### config.mk
export PLATFORM = sky130hd
export DESIGN_NAME = hex_dump_tx_seq
export DESIGN_NICKNAME = d
export VERILOG_FILES = /design/src/rtl/hex_dump_tx_seq.sv
export SDC_FILE = /design/constraint.sdc
export NUM_CORES = 1
export LEC_CHECK = 0
export ABC_AREA = 0
export BUFFER_PORTS_ARGS = -buffer_cell sky130_fd_sc_hd__buf_2
export CORE_AREA = 2 2 55 57
export CTS_CLUSTER_SIZE = 16
export DETAILED_ROUTE_END_ITERATION = 10
export DIE_AREA = 0 0 57 59
export PLACE_DENSITY = 0.77
export SLEW_MARGIN = 25
export SYNTH_ARGS = -nofsm -noshare
export SYNTH_HDL_FRONTEND = slang
export SYNTH_SLANG_ARGS = --single-unit
### constraint.sdc
create_clock -name CLK -period 3.2 [get_ports CLK]
set_clock_uncertainty 0.1 [all_clocks]
set_input_delay 0.96 -clock CLK [delete_from_list [all_inputs] [get_ports CLK]]
set_output_delay 0.96 -clock CLK [all_outputs]
set_load 0.01 [all_outputs]
### src/rtl/hex_dump_tx_seq.sv
// Binary word to uppercase ASCII hex dumper feeding a UART Tx byte interface.
// Emits MSB nibble first, a separator between words, and CR/LF at line end or on flush.
module hex_dump_tx_seq #(
   parameter int          DATA_WIDTH     = 16,
   parameter int          WORDS_PER_LINE = 8,
   parameter logic [7:0]  SEP_CHAR       = 8'h20,
   localparam int         NCHAR          = DATA_WIDTH / 4,
   localparam int         CW             = $clog2(WORDS_PER_LINE + 1)
) (
   input  logic                  CLK,
   input  logic                  RST,
   input  logic [DATA_WIDTH-1:0] iDATA,
   input  logic                  iVALID,
   output logic                  oREADY,
   input  logic                  iFLUSH,
   output logic [7:0]            oTX_DATA,
   output logic                  oTX_VALID,
   input  logic                  iTX_READY,
   output logic                  oBUSY,
   output logic [CW-1:0]         oWORD_CNT
);

   localparam int IW = (NCHAR > 1) ? $clog2(NCHAR) : 1;
   localparam logic [IW-1:0] LAST_IDX  = IW'(NCHAR - 1);
   localparam logic [CW-1:0] LINE_FULL = CW'(WORDS_PER_LINE);

   typedef enum logic [2:0] {
      S_IDLE,
      S_HEX,
      S_SEP,
      S_CR,
      S_LF
   } state_e;

   state_e                state_q, state_d;
   logic [DATA_WIDTH-1:0] shift_q, shift_d;
   logic [IW-1:0]         idx_q, idx_d;
   logic [CW-1:0]         word_cnt_q, word_cnt_d;
   logic                  flush_pend_q, flush_pend_d;

   logic [3:0]            nib;
   logic [7:0]            hex_char;
   logic [CW-1:0]         cnt_inc;
   logic                  flush_req;

   assign nib       = shift_q[DATA_WIDTH-1 -: 4];
   assign hex_char  = (nib <= 4'd9) ? (8'h30 + {4'h0, nib}) : (8'h37 + {4'h0, nib});
   assign cnt_inc   = word_cnt_q + CW'(1);
   // A flush arriving in the same cycle as the deciding handshake still counts.
   assign flush_req = flush_pend_q | iFLUSH;

   // NOTE: every signal driven here gets a default first, so no path leaves one unassigned and no latch is inferred.
   always_comb begin
      state_d      = state_q;
      shift_d      = shift_q;
      idx_d        = idx_q;
      word_cnt_d   = word_cnt_q;
      flush_pend_d = flush_pend_q | (iFLUSH && (state_q != S_IDLE));
      oREADY       = 1'b0;
      oTX_VALID    = 1'b0;
      oTX_DATA     = 8'h00;

      case (state_q)
         S_IDLE: begin
            oREADY = 1'b1;
            if (iVALID) begin
               shift_d      = iDATA;
               idx_d        = '0;
               flush_pend_d = flush_req;
               state_d      = S_HEX;
            end else begin
               flush_pend_d = 1'b0;
               if (flush_req && (word_cnt_q != '0)) begin
                  state_d = S_CR;
               end
            end
         end
         S_HEX: begin
            oTX_VALID = 1'b1;
            oTX_DATA  = hex_char;
            if (iTX_READY) begin
               shift_d = shift_q << 4;
               idx_d   = idx_q + IW'(1);
               if (idx_q == LAST_IDX) begin
                  idx_d      = '0;
                  word_cnt_d = cnt_inc;
                  state_d    = ((cnt_inc == LINE_FULL) || flush_req) ? S_CR : S_SEP;
               end
            end
         end
         S_SEP: begin
            oTX_VALID = 1'b1;
            oTX_DATA  = SEP_CHAR;
            if (iTX_READY) begin
               state_d = S_IDLE;
            end
         end
         S_CR: begin
            oTX_VALID = 1'b1;
            oTX_DATA  = 8'h0D;
            if (iTX_READY) begin
               state_d = S_LF;
            end
         end
         S_LF: begin
            oTX_VALID = 1'b1;
            oTX_DATA  = 8'h0A;
            if (iTX_READY) begin
               word_cnt_d   = '0;
               flush_pend_d = 1'b0;
               state_d      = S_IDLE;
            end
         end
         default: begin
            state_d = S_IDLE;
         end
      endcase
   end

   // NOTE: state registers use non-blocking assignments so every flop samples pre-edge values.
   always_ff @(posedge CLK) begin
      if (RST) begin
         state_q      <= S_IDLE;
         shift_q      <= '0;
         idx_q        <= '0;
         word_cnt_q   <= '0;
         flush_pend_q <= 1'b0;
      end else begin
         state_q      <= state_d;
         shift_q      <= shift_d;
         idx_q        <= idx_d;
         word_cnt_q   <= word_cnt_d;
         flush_pend_q <= flush_pend_d;
      end
   end

   assign oBUSY     = (state_q != S_IDLE);
   assign oWORD_CNT = word_cnt_q;

endmodule

# Yosys cells after proc, flatten, opt, wreduce, memory -nomap -nowiden
# Cells that the tools add are included.
# totals
register_bits	26
in_bits	21
# op_classes
add_sub_neg	4
magnitude_cmp	1
eq_ne	13
muxes	26
bitwise_logic	2
reduce_logical	13
# ops
operator	count
two-way mux 16 bit	2
case mux 16 bit (2 select lines)	1
case mux 7 bit (4 select lines)	1
two-way mux 3 bit	6
adder 6 x 4 -> 7 bit (first input constant)	2
two-way mux 4 bit	3
case mux 3 bit (4 select lines)	1
inequality test 2 bit (second input constant)	5
case mux 4 bit (2 select lines)	1
two-way mux 7 bit	1
== test 3 x 2 -> 1 bit (second input constant)	2
two-way mux 2 bit	3
two-way mux 1 bit	5
AND reduction 5 bit	1
adder 4 x 1 -> 4 bit (second input constant)	1
== test 4 bit (second input constant)	1
<= comparator 4 bit (second input constant)	1
case mux 2 bit (2 select lines)	1
AND reduction 4 bit	1
nonzero test 2 bit	2
nonzero test 4 bit	1
OR reduction 4 bit	1
== test 3 x 1 -> 1 bit (second input constant)	1
== test 3 bit (second input constant)	1
other kinds (12)	14

# Longest topological paths before layout
# depth
ltp_word	7
depth_mapped	7

# Worst setup path before layout
# No wires, ideal clock.
# synth_timing
path_type	register to output
from	reg shift_q[12]
to	out oTX_DATA[3]
arrival_time_ns	1.380
path_slack_ns	0.760
path_stages_with_launch	7
n_path_buf	0
cell_sequence	dfxtp_1 inv_1 ha_1 nor2_1 o21ai_1 o21a_1 a221o_1
# synth_between
elab_chain_len	3
# synth_lines
item	line	rtl
start: declaration	36	logic [DATA_WIDTH-1:0] shift_q, shift_d;
start signal: assignment	130	shift_q <= shift_d;
adder 6 x 4 -> 7 bit or <= comparator 4 bit (tied branches)	47	assign hex_char = (nib <= 4'd9) ? (8'h30 + {4'h0, nib}) : (8'h37 + {4'h0, nib});
two-way mux 7 bit *	47	
case mux 7 bit (4 select lines) *	63	case (state_q)
end: declaration	16	output logic [7:0] oTX_DATA,
# Every way passes the cells marked *; elsewhere a longest branch is shown, timed or not.

# Final worst setup path
# layout_timing
from	reg shift_q[13]
to	out oTX_DATA[3]
# The elaborated chain is that of the path after synthesis.

==> flow_summary.rst <==
.. list-table::
   :header-rows: 1

   * - Metric
     - Value
   * - Power density relative to cell area
     - approximately 870 nW/um^2
   * - Setup total negative slack
     - 0 ps
   * - Initial antenna violation count
     - 0
   * - Reg2Reg Depth
     - 5
   * - Reported net switching power
     - around 0.63 mW
   * - Die span in y
     - 59 um
   * - TritonCTS Buffers
     - 3
   * - Share of power burned in the clock network
     - ~15%
   * - Total Power Consumption
     - approximately 1.5 mW
   * - Yosys warnings
     - 0
   * - Primary flip-flop cell chosen by synthesis mapping
     - sky130_fd_sc_hd__dfxtp_1
   * - ANT cells
     - 0
   * - Worst hold slack after final layout
     - approximately 390 ps
   * - Violation count after the first detailed-routing iteration
     - between 40 and 50
   * - Clk Tree Root Cell
     - sky130_fd_sc_hd__clkbuf_4
   * - Chip Width
     - 57 um
   * - Worst max-slew margin expressed relative to the limit
     - 62.26%
   * - CTS clk-pin slew, worst paths
     - between 100 and 150 ps
   * - Count of H-tree levels built during CTS
     - 1
   * - IR drop worst, VDD
     - 0.5703 mV
   * - Sequential cell area
     - 521.8 um^2
   * - Highest Clock Rate
     - ~0.33 GHz
   * - Clk_lat worst skew
     - roughly 320 ps
   * - Kind of end point of the critical path
     - primary output
   * - Proportion of synthesized chip area in sequential cells
     - between 30% and 40%
   * - Final setup violation count
     - 0
   * - Worst Path Max Fanout
     - 5
   * - Number of library cell types mapped by synthesis
     - 43
   * - Number of filler cells placed in the layout
     - 257
   * - Mean Syn Cell Area
     - ~8.2 um^2
   * - Commonest non-fill, non-tap cell in the layout
     - sky130_fd_sc_hd__buf_2
   * - Final number of max-transition violations
     - 0
   * - M1 GR Usage
     - between 20% and 30%
   * - Slew of the pin with the lowest slew margin
     - between 500 and 600 ps
   * - Total leakage power
     - ~0.72 nW
   * - Final weighted congestion in routability-driven placement
     - roughly 0.85
   * - Switching fraction of total power
     - around 43%
   * - Share of the cycle needed by the critical path after routing
     - between 90% and 100%
   * - Synthesized Nets
     - approximately 210
   * - RSZ-0062 raised after global routing
     - no
   * - Critical path launch point type
     - flop
   * - Detailed-route DRC error count
     - 0
   * - Row Count
     - 19
   * - Class of the most critical hold timing path
     - reg -> reg
   * - Vias/cell
     - 5.913
   * - Total routing usage reported by global routing
     - between 20% and 30%
   * - Post-CTS Hold Fix Bufs
     - 0
   * - Clock Sink Count
     - 26
   * - Post-synth EDFFs
     - 0
   * - Classification of the worst setup path
     - reg -> out
   * - Global-route wire length before repair
     - about 5600 um
   * - Post-synthesis cell count
     - ~180
   * - Met3 track demand over resource in global routing
     - 3.057%
   * - Worst flop-to-flop path endpoint
     - shift_q[7]
   * - Layout cells sized above 1
     - 26.67%
   * - Commonest cells after routing, fill and taps aside
     - sky130_fd_sc_hd__buf_2 (34), sky130_fd_sc_hd__nand2_1 (33), sky130_fd_sc_hd__dfxtp_1 (25)
   * - Outcome
     - completed
   * - Die ar.
     - between 3000 and 4000 um^2
   * - Effective utilization at floorplan
     - between 50 and 60%
   * - Port buffer count
     - 34
   * - Cell Area, Synth
     - between 1000 and 1500 um^2
   * - Fin. Hold Viols
     - 0
   * - Launching instance or port of the critical path
     - shift_q[13]
   * - Fraction of power consumed by sequential logic
     - around 35%
   * - Final period demand of the worst path
     - 3029 ps
   * - Aggregate global routing overflow
     - 0
   * - Number of primary I/O pins
     - 36
   * - Number of max-cap violations
     - 0
   * - Required arrival time at the worst endpoint
     - 2140 ps
   * - Combinational share of power
     - about half
   * - Number of iterations in the first detailed-routing pass
     - 4
   * - Pin count of the biggest net entering global routing
     - 28
   * - Area overhead of the layout relative to synthesis
     - 13.20%
   * - Via count of the first global-routing pass
     - around 1300
   * - Startpoint of the worst-slack reg-to-reg timing path
     - state_q[0]
   * - Internal power contribution
     - approximately 0.85 mW
   * - Minimum setup slack among reg-to-reg paths
     - approximately 1100 ps
   * - Number of nets in the finished design
     - approximately 240
   * - Final wirelength
     - 3266 um
   * - Setup crit end
     - oTX_DATA[3]
   * - Average detailed-routed wire length per instance
     - between 10 and 15 um
   * - Area of the multi-input gates
     - 863.3 um^2
   * - Final ANT Viol Nets
     - 0
   * - Core area
     - 2710 um^2
   * - Met2 usage in global routing
     - about a third
   * - TritonCTS clock tree
     - built
   * - Global routing's busiest layer
     - met2
   * - Maximum clock path buffer count
     - 2
   * - Detailed Place HPWL
     - around 2400 um
   * - Flops & latches, synth
     - 26
   * - Critical path data arrival time
     - 1970 ps
   * - Post-synthesis async set-or-reset flop share
     - 0%
   * - Via count
     - around 1400
## cell usage after synthesis, types with 2 or more instances
cell type	instances	area share, %
sky130_fd_sc_hd__nand2_1	33	8.3
sky130_fd_sc_hd__dfxtp_1	26	35
sky130_fd_sc_hd__nor2_1	24	6.0
sky130_fd_sc_hd__a21oi_1	10	3.3
sky130_fd_sc_hd__inv_1	9	2.3
sky130_fd_sc_hd__a311oi_2	7	7.0
sky130_fd_sc_hd__a311oi_1	6	3.5
sky130_fd_sc_hd__ha_1	5	4.2
sky130_fd_sc_hd__o21ai_1	5	1.7
sky130_fd_sc_hd__a22oi_1	4	2.0
sky130_fd_sc_hd__buf_2	4	1.3
sky130_fd_sc_hd__clkbuf_1	4	1.0
sky130_fd_sc_hd__nand4_1	4	1.7
sky130_fd_sc_hd__and2_1	3	1.3
sky130_fd_sc_hd__buf_6	3	2.3
sky130_fd_sc_hd__nor3b_1	3	1.5
sky130_fd_sc_hd__a2111oi_0	2	1.2
sky130_fd_sc_hd__a21o_1	2	1.0
sky130_fd_sc_hd__mux2i_1	2	1.3
sky130_fd_sc_hd__nor3b_2	2	1.7
sky130_fd_sc_hd__o21ai_0	2	0.67
sky130_fd_sc_hd__xnor2_1	2	1.2
## flip-flops by register name (all words and copies together), names as in the netlist
| signal | cells |
|---|---|
| flush_pend_q | 1 |
| shift_q | 16 |
| state_q | 3 |
| idx_q | 2 |
| oWORD_CNT | 4 |
## stage by stage
stage	util (%)	setup WS [ps]	instances	instance area, um^2
floorplan	-	759.9	183	1498
global placement	60.57	646.7	237	1642
detailed placement	60.57	504.5	237	1642
CTS	62.51	119.7	241	1694
global route	62.56	63.17	241	1695
finish	62.56	170.8	241	1695
## final cells by class
class                      instances  share of cell area (%)
multi-input combinational        135                   50.92
sequential                        26                   30.77
timing repair buffer              36                   10.92
tap                               31                   2.288
inverter                           9                   1.993
clock inverter                     1                   1.771
clock buffer                       3                   1.328
## power by group through the flow
| stage | Sequential (mW) | Clock (mW) | Combinational, mW |
|---|---|---|---|
| floorplan | 0.469 | 0 | 0.634 |
| global placement | 0.512 | 0 | 0.710 |
| detailed placement | 0.515 | 0 | 0.739 |
| CTS | 0.507 | 0.232 | 0.742 |
| global route | 0.525 | 0.245 | 0.832 |
| finish | 0.511 | 0.226 | 0.740 |
## routing by layer
layer / share of wire, % / vias up / routed length (um)
met5: 0 / - / 0
met4: 2.2 / 0 / 73
met3: 5.2 / 8 / 169
met2: 47 / 52 / 1521
met1: 46 / 660 / 1502
li1: - / 705 / -
## what timing repair did
action / 4_1_cts / 5_1_grt
endpoints found under the setup margin: 0 / 1
resized for setup: 0 / 1
buffers inserted: 0 / 0
## how the worst min path moves through the flow
stage	start	end	slack, ps	cells after the start
after floorplan	shift_q[0]	shift_q[4]	350	2
after global placement	shift_q[4]	shift_q[8]	370	2
after detailed placement	shift_q[4]	shift_q[8]	370	2
after CTS	shift_q[4]	shift_q[8]	390	2
after global routing	shift_q[4]	shift_q[8]	430	2
final	shift_q[4]	shift_q[8]	390	2
## cells by family after synthesis
logic type | count (synthesis) | share of synthesized area [%]
simple gates | 79 | 25.90
compound gates | 46 | 24.81
flops | 26 | 34.75
buf+inv | 22 | 7.602
fa+ha+maj | 5 | 4.177
xor+xnor | 2 | 1.170
mux | 2 | 1.337
other cells | 1 | 0.2504
## critical path, cell delays in order (launching register included)
cell and delay [ps]:
sky130_fd_sc_hd__dfxtp_1 400, sky130_fd_sc_hd__inv_1 90, sky130_fd_sc_hd__ha_1 200, sky130_fd_sc_hd__nor2_1 130, sky130_fd_sc_hd__o21ai_1 160, sky130_fd_sc_hd__o21a_1 240
sky130_fd_sc_hd__a221o_1 290, sky130_fd_sc_hd__buf_2 140
(Power assumes the default switching activity.)
